**src/rtl/alu_rs_station.sv**
```systemverilog
// ALU reservation station: holds decoded ALU ops until both operands are
// available, wakes operands from CDB broadcasts, dispatches one ready op per
// cycle and releases a slot when the CDB reports that slot's completion.
module alu_rs_station #(
    parameter int unsigned      ENTRIES  = 4,
    parameter int unsigned      RS_W     = 2,
    parameter int unsigned      TAG_W    = 4,
    parameter int unsigned      DATA_W   = 32,
    parameter int unsigned      OP_W     = 5,
    parameter logic [TAG_W-1:0] TAG_FREE = '0
) (
    input  logic              clk,
    input  logic              rst,
    input  logic              issue_valid,
    input  logic [OP_W-1:0]   issue_op,
    input  logic [TAG_W-1:0]  issue_qj,
    input  logic [DATA_W-1:0] issue_vj,
    input  logic [TAG_W-1:0]  issue_qk,
    input  logic [DATA_W-1:0] issue_vk,
    input  logic [TAG_W-1:0]  issue_dest,
    output logic              full,
    input  logic              cdb_finish,
    input  logic [RS_W-1:0]   cdb_rs_num,
    input  logic [TAG_W-1:0]  cdb_tag,
    input  logic [DATA_W-1:0] cdb_data,
    output logic              alu_valid,
    output logic [OP_W-1:0]   alu_op,
    output logic [DATA_W-1:0] alu_a,
    output logic [DATA_W-1:0] alu_b,
    output logic [TAG_W-1:0]  alu_dest,
    output logic [RS_W-1:0]   alu_rs_num
);

    localparam logic [1:0] ST_FREE = 2'd0;
    localparam logic [1:0] ST_PEND = 2'd1;
    localparam logic [1:0] ST_ISSD = 2'd2;

    logic [1:0]        st_q   [ENTRIES];
    logic [1:0]        st_d   [ENTRIES];
    logic [OP_W-1:0]   op_q   [ENTRIES];
    logic [OP_W-1:0]   op_d   [ENTRIES];
    logic [TAG_W-1:0]  qj_q   [ENTRIES];
    logic [TAG_W-1:0]  qj_d   [ENTRIES];
    logic [TAG_W-1:0]  qk_q   [ENTRIES];
    logic [TAG_W-1:0]  qk_d   [ENTRIES];
    logic [DATA_W-1:0] vj_q   [ENTRIES];
    logic [DATA_W-1:0] vj_d   [ENTRIES];
    logic [DATA_W-1:0] vk_q   [ENTRIES];
    logic [DATA_W-1:0] vk_d   [ENTRIES];
    logic [TAG_W-1:0]  dest_q [ENTRIES];
    logic [TAG_W-1:0]  dest_d [ENTRIES];

    logic              alu_valid_q, alu_valid_d;
    logic [OP_W-1:0]   alu_op_q,    alu_op_d;
    logic [DATA_W-1:0] alu_a_q,     alu_a_d;
    logic [DATA_W-1:0] alu_b_q,     alu_b_d;
    logic [TAG_W-1:0]  alu_dest_q,  alu_dest_d;
    logic [RS_W-1:0]   alu_rs_q,    alu_rs_d;

    logic              free_found;
    logic [RS_W-1:0]   alloc_idx;
    logic              disp_found;
    logic [RS_W-1:0]   disp_idx;
    logic              cdb_hit;

    assign cdb_hit = (cdb_tag != TAG_FREE);

    // Lowest-index free slot and lowest-index ready pending slot, from current state
    always_comb begin
        free_found = 1'b0;
        alloc_idx  = '0;
        disp_found = 1'b0;
        disp_idx   = '0;
        for (int unsigned i = 0; i < ENTRIES; i++) begin
            if (!free_found && st_q[i] == ST_FREE) begin
                free_found = 1'b1;
                alloc_idx  = RS_W'(i);
            end
            if (!disp_found && st_q[i] == ST_PEND &&
                qj_q[i] == TAG_FREE && qk_q[i] == TAG_FREE) begin
                disp_found = 1'b1;
                disp_idx   = RS_W'(i);
            end
        end
    end

    // Combinational by design: a slot freed this cycle is seen as free next cycle
    assign full = ~free_found;

    // Next state: wakeup, finish, dispatch and allocate touch disjoint slots
    always_comb begin
        st_d        = st_q;
        op_d        = op_q;
        qj_d        = qj_q;
        qk_d        = qk_q;
        vj_d        = vj_q;
        vk_d        = vk_q;
        dest_d      = dest_q;
        alu_valid_d = disp_found;
        alu_op_d    = alu_op_q;
        alu_a_d     = alu_a_q;
        alu_b_d     = alu_b_q;
        alu_dest_d  = alu_dest_q;
        alu_rs_d    = alu_rs_q;

        for (int unsigned i = 0; i < ENTRIES; i++) begin
            if (st_q[i] == ST_PEND && cdb_hit) begin
                if (qj_q[i] == cdb_tag) begin
                    qj_d[i] = TAG_FREE;
                    vj_d[i] = cdb_data;
                end
                if (qk_q[i] == cdb_tag) begin
                    qk_d[i] = TAG_FREE;
                    vk_d[i] = cdb_data;
                end
            end
            if (st_q[i] == ST_ISSD && cdb_finish && cdb_rs_num == RS_W'(i)) begin
                st_d[i] = ST_FREE;
            end
        end

        if (disp_found) begin
            st_d[disp_idx] = ST_ISSD;
            alu_op_d       = op_q[disp_idx];
            alu_a_d        = vj_q[disp_idx];
            alu_b_d        = vk_q[disp_idx];
            alu_dest_d     = dest_q[disp_idx];
            alu_rs_d       = disp_idx;
        end

        // Operands produced by this cycle's broadcast are captured directly
        if (issue_valid && free_found) begin
            st_d[alloc_idx]   = ST_PEND;
            op_d[alloc_idx]   = issue_op;
            dest_d[alloc_idx] = issue_dest;
            if (cdb_hit && issue_qj == cdb_tag) begin
                qj_d[alloc_idx] = TAG_FREE;
                vj_d[alloc_idx] = cdb_data;
            end else begin
                qj_d[alloc_idx] = issue_qj;
                vj_d[alloc_idx] = issue_vj;
            end
            if (cdb_hit && issue_qk == cdb_tag) begin
                qk_d[alloc_idx] = TAG_FREE;
                vk_d[alloc_idx] = cdb_data;
            end else begin
                qk_d[alloc_idx] = issue_qk;
                vk_d[alloc_idx] = issue_vk;
            end
        end
    end

    // State and output registers; reset drops every in-flight op
    always_ff @(posedge clk or posedge rst) begin
        if (rst) begin
            for (int unsigned i = 0; i < ENTRIES; i++) begin
                st_q[i]   <= ST_FREE;
                op_q[i]   <= '0;
                qj_q[i]   <= TAG_FREE;
                qk_q[i]   <= TAG_FREE;
                vj_q[i]   <= '0;
                vk_q[i]   <= '0;
                dest_q[i] <= TAG_FREE;
            end
            alu_valid_q <= 1'b0;
            alu_op_q    <= '0;
            alu_a_q     <= '0;
            alu_b_q     <= '0;
            alu_dest_q  <= TAG_FREE;
            alu_rs_q    <= '0;
        end else begin
            st_q        <= st_d;
            op_q        <= op_d;
            qj_q        <= qj_d;
            qk_q        <= qk_d;
            vj_q        <= vj_d;
            vk_q        <= vk_d;
            dest_q      <= dest_d;
            alu_valid_q <= alu_valid_d;
            alu_op_q    <= alu_op_d;
            alu_a_q     <= alu_a_d;
            alu_b_q     <= alu_b_d;
            alu_dest_q  <= alu_dest_d;
            alu_rs_q    <= alu_rs_d;
        end
    end

    assign alu_valid  = alu_valid_q;
    assign alu_op     = alu_op_q;
    assign alu_a      = alu_a_q;
    assign alu_b      = alu_b_q;
    assign alu_dest   = alu_dest_q;
    assign alu_rs_num = alu_rs_q;

endmodule
```
**config.mk**
```make
export PLATFORM = sky130hd
export DESIGN_NAME = alu_rs_station
export DESIGN_NICKNAME = d
export VERILOG_FILES = /design/src/rtl/alu_rs_station.sv
export SDC_FILE = /design/constraint.sdc
export NUM_CORES = 1
export LEC_CHECK = 0
export BUFFER_PORTS_ARGS = -buffer_cell sky130_fd_sc_hd__buf_2
export CELL_PAD_IN_SITES_DETAIL_PLACEMENT = 0
export CELL_PAD_IN_SITES_GLOBAL_PLACEMENT = 1
export CORE_MARGIN = 2
export CORE_UTILIZATION = 50
export DETAILED_ROUTE_END_ITERATION = 10
export GPL_ROUTABILITY_DRIVEN = 0
export PLACE_DENSITY_LB_ADDON = 0.08
export SYNTH_ARGS = -nofsm -noshare
export SYNTH_HDL_FRONTEND = slang
export SYNTH_SLANG_ARGS = --single-unit
```
**constraint.sdc**
```tcl
create_clock -name clk -period 33.5 [get_ports clk]
set_clock_uncertainty 0.1 [all_clocks]
set_input_delay 3.35 -clock clk [delete_from_list [all_inputs] [get_ports clk]]
set_output_delay 3.35 -clock clk [all_outputs]
set_load 0.005 [all_outputs]
```
==> impl_metrics.env, run 1 <==
export IMPL_cts_tree="built"
export IMPL_drc=0
export IMPL_synth_adder_area_share_pct=0
export IMPL_rsz0062_at_grt="false"
export IMPL_synthMuxAreaShare_pct=3.21
export IMPL_post_dp_hpwl_um=38500
export IMPL_synth_warnings=0
export IMPL_tns_ps=0
export IMPL_rows=73
export IMPL_drt_initial_drc_count=1794
export IMPL_cts_hold_buf=0
export IMPL_power_frac_comb_pct=28.3
export IMPL_worst_setup_path_end_kind="flop"
export IMPL_drt_pass1_iterations=9
export IMPL_portBuffers=199
export IMPL_drive_above_1_share_pct=20.7
export IMPL_ios=200
export IMPL_routedWlPerCell_um=27.7
export IMPL_drtAntennaViolNets=0
export IMPL_syn_area_mm2=0.0200
export IMPL_cts_max_level=2
export IMPL_yosysTopAreaCell="dfrtp_1"
export IMPL_clkSlewWorstSetupHoldPaths_ps=60
export IMPL_netlist_cell_type_count=59
export IMPL_final_core_util_pct=57.2
export IMPL_synth_nets=1946
export IMPL_grt_pass1_vias=17130
export IMPL_grt_max_degree=167
export IMPL_pwr_share_seq_pct=41.9
export IMPL_root_buffer="clkbuf_16"
export IMPL_hold_class="flop to flop"
export IMPL_slew_viol_final=0
export IMPL_critPathRequiredTime_ps=33770
export IMPL_coreArea_mm2=0.0395
export IMPL_yosys_top_cells_area="dfrtp_1, o32ai_1, a221oi_2, o221a_1, mux2i_1"
export IMPL_grt_overflow=0
export IMPL_num_vias=16847
export IMPL_final_cell_mix="dfrtp_1, buf_2, nand2_1"
export IMPL_worst_pin_slew_ps=1280
export IMPL_antenna_found_initial=1
export IMPL_die_w_um=204
export IMPL_place_ws_ps=26380
export IMPL_grt_total_usage_pct=33.2
export IMPL_hold_violations=0
export IMPL_setup_violations=0
export IMPL_cts_buffer_depth=3
export IMPL_period_needed_ps=6630
export IMPL_p_int_mw=1.18
export IMPL_die_area_mm2=0.0415
export IMPL_path_max_fanout=67
export IMPL_die_h_um=204
export IMPL_ir_worst_vdd_mv=0.0393
export IMPL_grt_pass1_wl_um=106000
export IMPL_ys_ff_latch=408
export IMPL_insertedDiodeCount=0
export IMPL_syn_area_per_cell_um2=11.0
export IMPL_num_fill_cells=3381
export IMPL_worst_slack_ps=26870
export IMPL_pwr_share_clk_pct=29.8
export IMPL_layout_commonest_cell="dfrtp_1"
export IMPL_multi_input_area_mm2=0.00859
export IMPL_synth_compound_area_share_pct=27.7
export IMPL_cts_sinks=408
export IMPL_synth_top_area_share_pct=51.1
export IMPL_numCtsBuffers=46
export IMPL_area_growth_pct=13.4
export IMPL_timing_final_crit_share_pct=19.8
export IMPL_fmax_mhz=151
export IMPL_relSlewSlack_pct=14.6
export IMPL_cts_resized=0
export IMPL_startpoint_type="primary input"
export IMPL_p_sw_share_pct=32.9
export IMPL_synthSimpleGateAreaFrac_pct=9.59
export IMPL_synth_top_family_by_area="compound AO/OA/AOI/OAI gates"
export IMPL_power_leakage_nw=10.6
export IMPL_nets=2052
export IMPL_p_per_area_mw_per_mm2=77.9
export IMPL_via_per_inst=6.76
export IMPL_seqCellArea_mm2=0.0102
export IMPL_maxCapViolCount=0
export IMPL_postRouteWirelength_um=69100
export IMPL_crit_type="primary input to flop"
export IMPL_postCtsSetupBuffers=0
export IMPL_p_sw_mw=0.579
export IMPL_worstSkewPairLatency_ps=580
export IMPL_postSynthCellCount=1823
export IMPL_synth_xor_area_share_pct=1.71
export IMPL_seq_area_frac_synth_pct=51.1
export IMPL_status="completed"
export IMPL_crit_arrival_ps=6900
export IMPL_start_util_pct=50.5
-- worst max-delay path, stage by stage --
cell and delay, ps:
buf_2 90, buf_4 740, inv_1 340, or4b_4 970
inv_2 350, and2_2 810, a222oi_1 230
-- worst paths after layout --
check | startpoint | to | slack (ps) | cells after the start
min in group asynchronous | rst | alu_dest[1]$_DFFE_PP0N_ | 2800 | 2
worst max register to register | qj_q[5]$_DFF_PP0_ | alu_op[0]$_DFFE_PP0N_ | 30170 | 5
worst max-delay path | issue_valid | vj_q[17]$_DFF_PP0_ | 26870 | 7
worst min register to register | dest_q[5]$_DFFE_PP0P_ | dest_q[5]$_DFFE_PP0P_ | 380 | 2
worst min-delay path | dest_q[5]$_DFFE_PP0P_ | dest_q[5]$_DFFE_PP0P_ | 380 | 2
max in group asynchronous | rst | vk_q[41]$_DFF_PP0_ | 28970 | 3
-- registers in the layout (all words and copies together), names as in the netlist --
signal	flops
st_q	8
alu_b	32
alu_rs_num	2
qj_q	16
qk_q	16
dest_q	16
op_q	20
alu_op	5
alu_dest	4
vk_q	128
vj_q	128
alu_valid	1
alu_a	32
-- synthesized netlist by cell type, drive strengths merged --
cell type and n:
dfrtp 408, nand2 144, nor2 139, inv 107, a21oi 100, o32ai 98
buf 95, a22oi 75, a2bb2oi 73, clkbuf 73, o221ai 73, nand2b 66
a221oi 64, mux2i 64, o221a 64, a222oi 32, xor2 20, xnor2 19
a22o 16, nor4 15, o21ai 15, nand3 12, o22ai 10, and2 8
nor3 6, a21o 4, nor2b 4, o31ai 4, nand4 3, or3 3
or2 2, or4 2, a211oi 1, a21bo 1, and4 1, nor4b 1
or4b 1
-- kinds of logic after synthesis --
logic type             Yosys count
AO/OA/AOI/OAI                  630
XOR/XNOR                        39
buffers and inverters          275
flip-flops                     408
multiplexers                    64
AND/OR/NAND/NOR                407
-- per-stage QoR --
step / cell area (um2) / power, mW / std cells / hold WS [ps]
2_1_floorplan: 20000 / 1.05 / 1823 / 346
3_3_place_gp: 21100 / 1.22 / 2406 / 357
3_5_place_dp: 21100 / 1.24 / 2406 / 364
4_1_cts: 22600 / 1.76 / 2491 / 378
5_1_grt: 22600 / 1.85 / 2491 / 396
6_report: 22600 / 1.76 / 2491 / 376
-- power by group through the flow --
stage                     clock (mW)  combinational [mW]  sequential [mW]
after floorplan                    0               0.334            0.718
after global placement             0               0.481            0.740
after detailed placement           0               0.494            0.741
after CTS                      0.529               0.498            0.736
after global routing           0.551               0.542            0.752
final                          0.525               0.499            0.739
-- routing by layer --
layer | part of all wire (%) | wire length, um | vias to the layer above | track usage (%)
met5 | 0.019 | 13 | - | 0
met4 | 3.3 | 2290 | 2 | 13.2
met3 | 7.4 | 5140 | 161 | 4.93
met2 | 47 | 32300 | 859 | 52.9
met1 | 42 | 29300 | 8660 | 45.8
li1 | - | - | 7165 | -
-- final cells by class --
class	count	share of cell area, %
timing repair buffer	226	5.35
tap	525	2.90
clock buffer	65	6.11
sequential	408	45.1
inverter	107	1.81
multi-input combinational	1140	37.9
clock inverter	20	0.801
No activity file was read; power rests on OpenSTA's default activity.
==> run 2, diff against run 1 <==
--- a/config.mk
+++ b/config.mk
@@ -9,7 +9,7 @@
 export CELL_PAD_IN_SITES_DETAIL_PLACEMENT = 0
 export CELL_PAD_IN_SITES_GLOBAL_PLACEMENT = 1
 export CORE_MARGIN = 2
-export CORE_UTILIZATION = 50
+export CORE_UTILIZATION = 43
 export DETAILED_ROUTE_END_ITERATION = 10
 export GPL_ROUTABILITY_DRIVEN = 0
 export PLACE_DENSITY_LB_ADDON = 0.08
==> constraint.sdc (replaced) <==
create_clock -name clk -period 5.4 [get_ports clk]
set_clock_uncertainty 0.1 [all_clocks]
set_input_delay 0.54 -clock clk [delete_from_list [all_inputs] [get_ports clk]]
set_output_delay 0.54 -clock clk [all_outputs]
set_load 0.005 [all_outputs]
==> run 2 against run 1 <==
- clock power rose to 6.3 times the previous value
- non-clock buffer count rose by 14
- clock-buffer cell count is 6 higher
- cell count is 3.7% higher
- critical endpoint is now alu_b[22]$_DFFE_PP0N_
- largest cell class unchanged
- largest power group unchanged
- highest routed layer is now met4
==> impl_metrics.env, run 2 (synthesized netlist as in run 1, its figures left out) <==
export IMPL_path_max_fanout=62
export IMPL_p_sw_mw=3.62
export IMPL_root_buffer="clkbuf_16"
export IMPL_power_leakage_nw=10.7
export IMPL_grt_pass1_vias=17169
export IMPL_coreArea_mm2=0.0456
export IMPL_seqCellArea_mm2=0.0102
export IMPL_placedCellCount=2494
export IMPL_ir_worst_vdd_mv=0.247
export IMPL_start_util_pct=43.8
export IMPL_instances_no_fill=2582
export IMPL_antenna_found_initial=0
export IMPL_drt_initial_drc_count=1842
export IMPL_nets=2067
export IMPL_maxCapViolCount=0
export IMPL_critPathRequiredTime_ps=5800
export IMPL_grt_overflow=0
export IMPL_worst_pin_slew_ps=1090
export IMPL_postCtsSetupBuffers=0
export IMPL_area_growth_pct=14.6
export IMPL_crit_cells=6
export IMPL_worstHoldPathCells=3
export IMPL_postRouteWirelength_um=72100
export IMPL_drive_above_1_share_pct=20.9
export IMPL_rows=78
export IMPL_status="completed"
export IMPL_startpoint_type="flop"
export IMPL_post_dp_hpwl_um=41700
export IMPL_period_needed_ps=3360
export IMPL_multi_input_area_mm2=0.00856
export IMPL_slew_viol_final=0
export IMPL_fmax_mhz=298
export IMPL_num_vias=16695
export IMPL_crit_arrival_ps=3760
export IMPL_cts_tree="built"
export IMPL_cts_resized=0
export IMPL_timing_final_crit_share_pct=62.2
export IMPL_via_per_inst=6.47
export IMPL_p_int_mw=7.42
export IMPL_die_h_um=219
export IMPL_setup_violations=0
export IMPL_cp_slowest_stage_delay_ps=740
export IMPL_final_cell_mix="dfrtp_1, buf_2, nand2_1"
export IMPL_ios=200
export IMPL_placed_area_mm2=0.0213
export IMPL_rsz0062_at_grt="false"
export IMPL_num_fill_cells=4122
export IMPL_grtUsageMet2_pct=48.8
export IMPL_worstSkewPairLatency_ps=590
export IMPL_grt_busiest_layer="met2"
export IMPL_path_cells="nor4_1 > nand3_4 > and2_1 > nand2_4 > buf_4 > a2bb2oi_1"
export IMPL_routedWlPerCell_um=27.9
export IMPL_power_frac_comb_pct=28.4
export IMPL_crit_type="flop to flop"
export IMPL_cts_max_level=2
export IMPL_grt_max_degree=181
export IMPL_drt_pass1_iterations=8
export IMPL_hold_class="primary input to flop"
export IMPL_reg_top3="vj_q (128), vk_q (128)"
export IMPL_die_area_mm2=0.0482
export IMPL_layout_commonest_cell="dfrtp_1"
export IMPL_die_w_um=219
export IMPL_cts_sinks=408
export IMPL_p_per_area_mw_per_mm2=483
export IMPL_grt_pass1_wl_um=110000
export IMPL_use_met3_pct=4.51
export IMPL_hold_violations=0
export IMPL_p_sw_share_pct=32.8
export IMPL_cp_top_family="simple AND/OR/NAND/NOR gates"
export IMPL_portBuffers=199
export IMPL_crit_slowest_cell="nand2_4"
export IMPL_fin_area_mm2=0.0229
export IMPL_pwr_share_clk_pct=30.1
export IMPL_crit_buf_inv=1
export IMPL_rr_worst_depth=6
export IMPL_globalRouteMet1Util_pct=42.2
export IMPL_pwr_share_seq_pct=41.5
export IMPL_relSlewSlack_pct=27.0
export IMPL_clkSlewWorstSetupHoldPaths_ps=60
export IMPL_cts_buffer_depth=3
export IMPL_grt_total_usage_pct=30.2
export IMPL_numCtsBuffers=47
export IMPL_worst_setup_path_end_kind="flop"
export IMPL_drc=0
export IMPL_drtAntennaViolNets=0
[run 2: cell count changes in the layout (fill, tap and decap cells not counted), sizes merged]
cell | previous run | this run
buf | 226 | 239
clkbuf | 65 | 71
clkinv | 15 | 11
inv | 108 | 106
clkinvlp | 1 | 2
diode | 0 | 1
dlygate4sd3 | 0 | 1
[run 2: cell type report]
class | count | area share (%)
Timing Repair Buffer | 240 | 5.87
Multi-Input combinational cell | 1140 | 37.4
Antenna cell | 1 | 0.0109
Inverter | 107 | 1.77
Sequential cell | 408 | 44.6
Tap cell | 600 | 3.28
Clock buffer | 71 | 6.33
Clock inverter | 15 | 0.667
[run 2: stage by stage]
| step | setup slack (ps) | power (mW) | setup TNS, ps | hold WS (ps) | util, % |
|---|---|---|---|---|---|
| 2_1_floorplan | -738 | 6.53 | -300970 | 346 | - |
| 3_3_place_gp | 1970 | 7.64 | 0 | 358 | 46.6 |
| 3_5_place_dp | 1910 | 7.72 | 0 | 363 | 46.6 |
| 4_1_cts | 2060 | 11.1 | 0 | 81.7 | 50.2 |
| 5_1_grt | 1910 | 11.6 | 0 | 101 | 50.2 |
| 6_report | 2040 | 11.0 | 0 | 107 | 50.2 |
[run 2: what timing repair did]
action / CTS / global route
hold endpoints to repair: 21 / 0
setup endpoints to repair: 0 / 0
hold buffers: 1 / 0
[run 2: layer usage]
layer / routed length, um / part of all wire, % / vias to the layer above
met5: 0 / 0 / -
met4: 1260 / 1.8 / 0
met3: 5330 / 7.4 / 88
met2: 34300 / 48 / 789
met1: 31100 / 43 / 8633
li1: - / - / 7185
[run 2: worst paths after layout]
| kind | start | end | slack, ps |
|---|---|---|---|
| worst min-delay path | issue_dest[2] | dest_q[2]$_DFFE_PP0P_ | 110 |
| min in group asynchronous | rst | alu_dest[3]$_DFFE_PP0N_ | 480 |
| worst min register to register | op_q[5]$_DFFE_PP0P_ | op_q[5]$_DFFE_PP0P_ | 380 |
| worst max register to register | qj_q[4]$_DFF_PP0_ | alu_b[22]$_DFFE_PP0N_ | 2040 |
| worst max-delay path | qj_q[4]$_DFF_PP0_ | alu_b[22]$_DFFE_PP0N_ | 2040 |
| max in group asynchronous | rst | vk_q[82]$_DFF_PP0_ | 3300 |
[run 2: worst register-to-register path: stages, from the launching register on]
cell,delay (ps)
dfrtp_1,410
nor4_1,520
nand3_4,470
and2_1,380
nand2_4,750
buf_4,430
a2bb2oi_1,210
[run 2: power groups by stage]
stage	Combinational, mW	Sequential, mW	Clock (mW)
floorplan	2.07	4.46	0
global placement	3.06	4.59	0
detailed placement	3.12	4.60	0
CTS	3.14	4.57	3.36
global route	3.43	4.67	3.49
finish	3.14	4.58	3.32
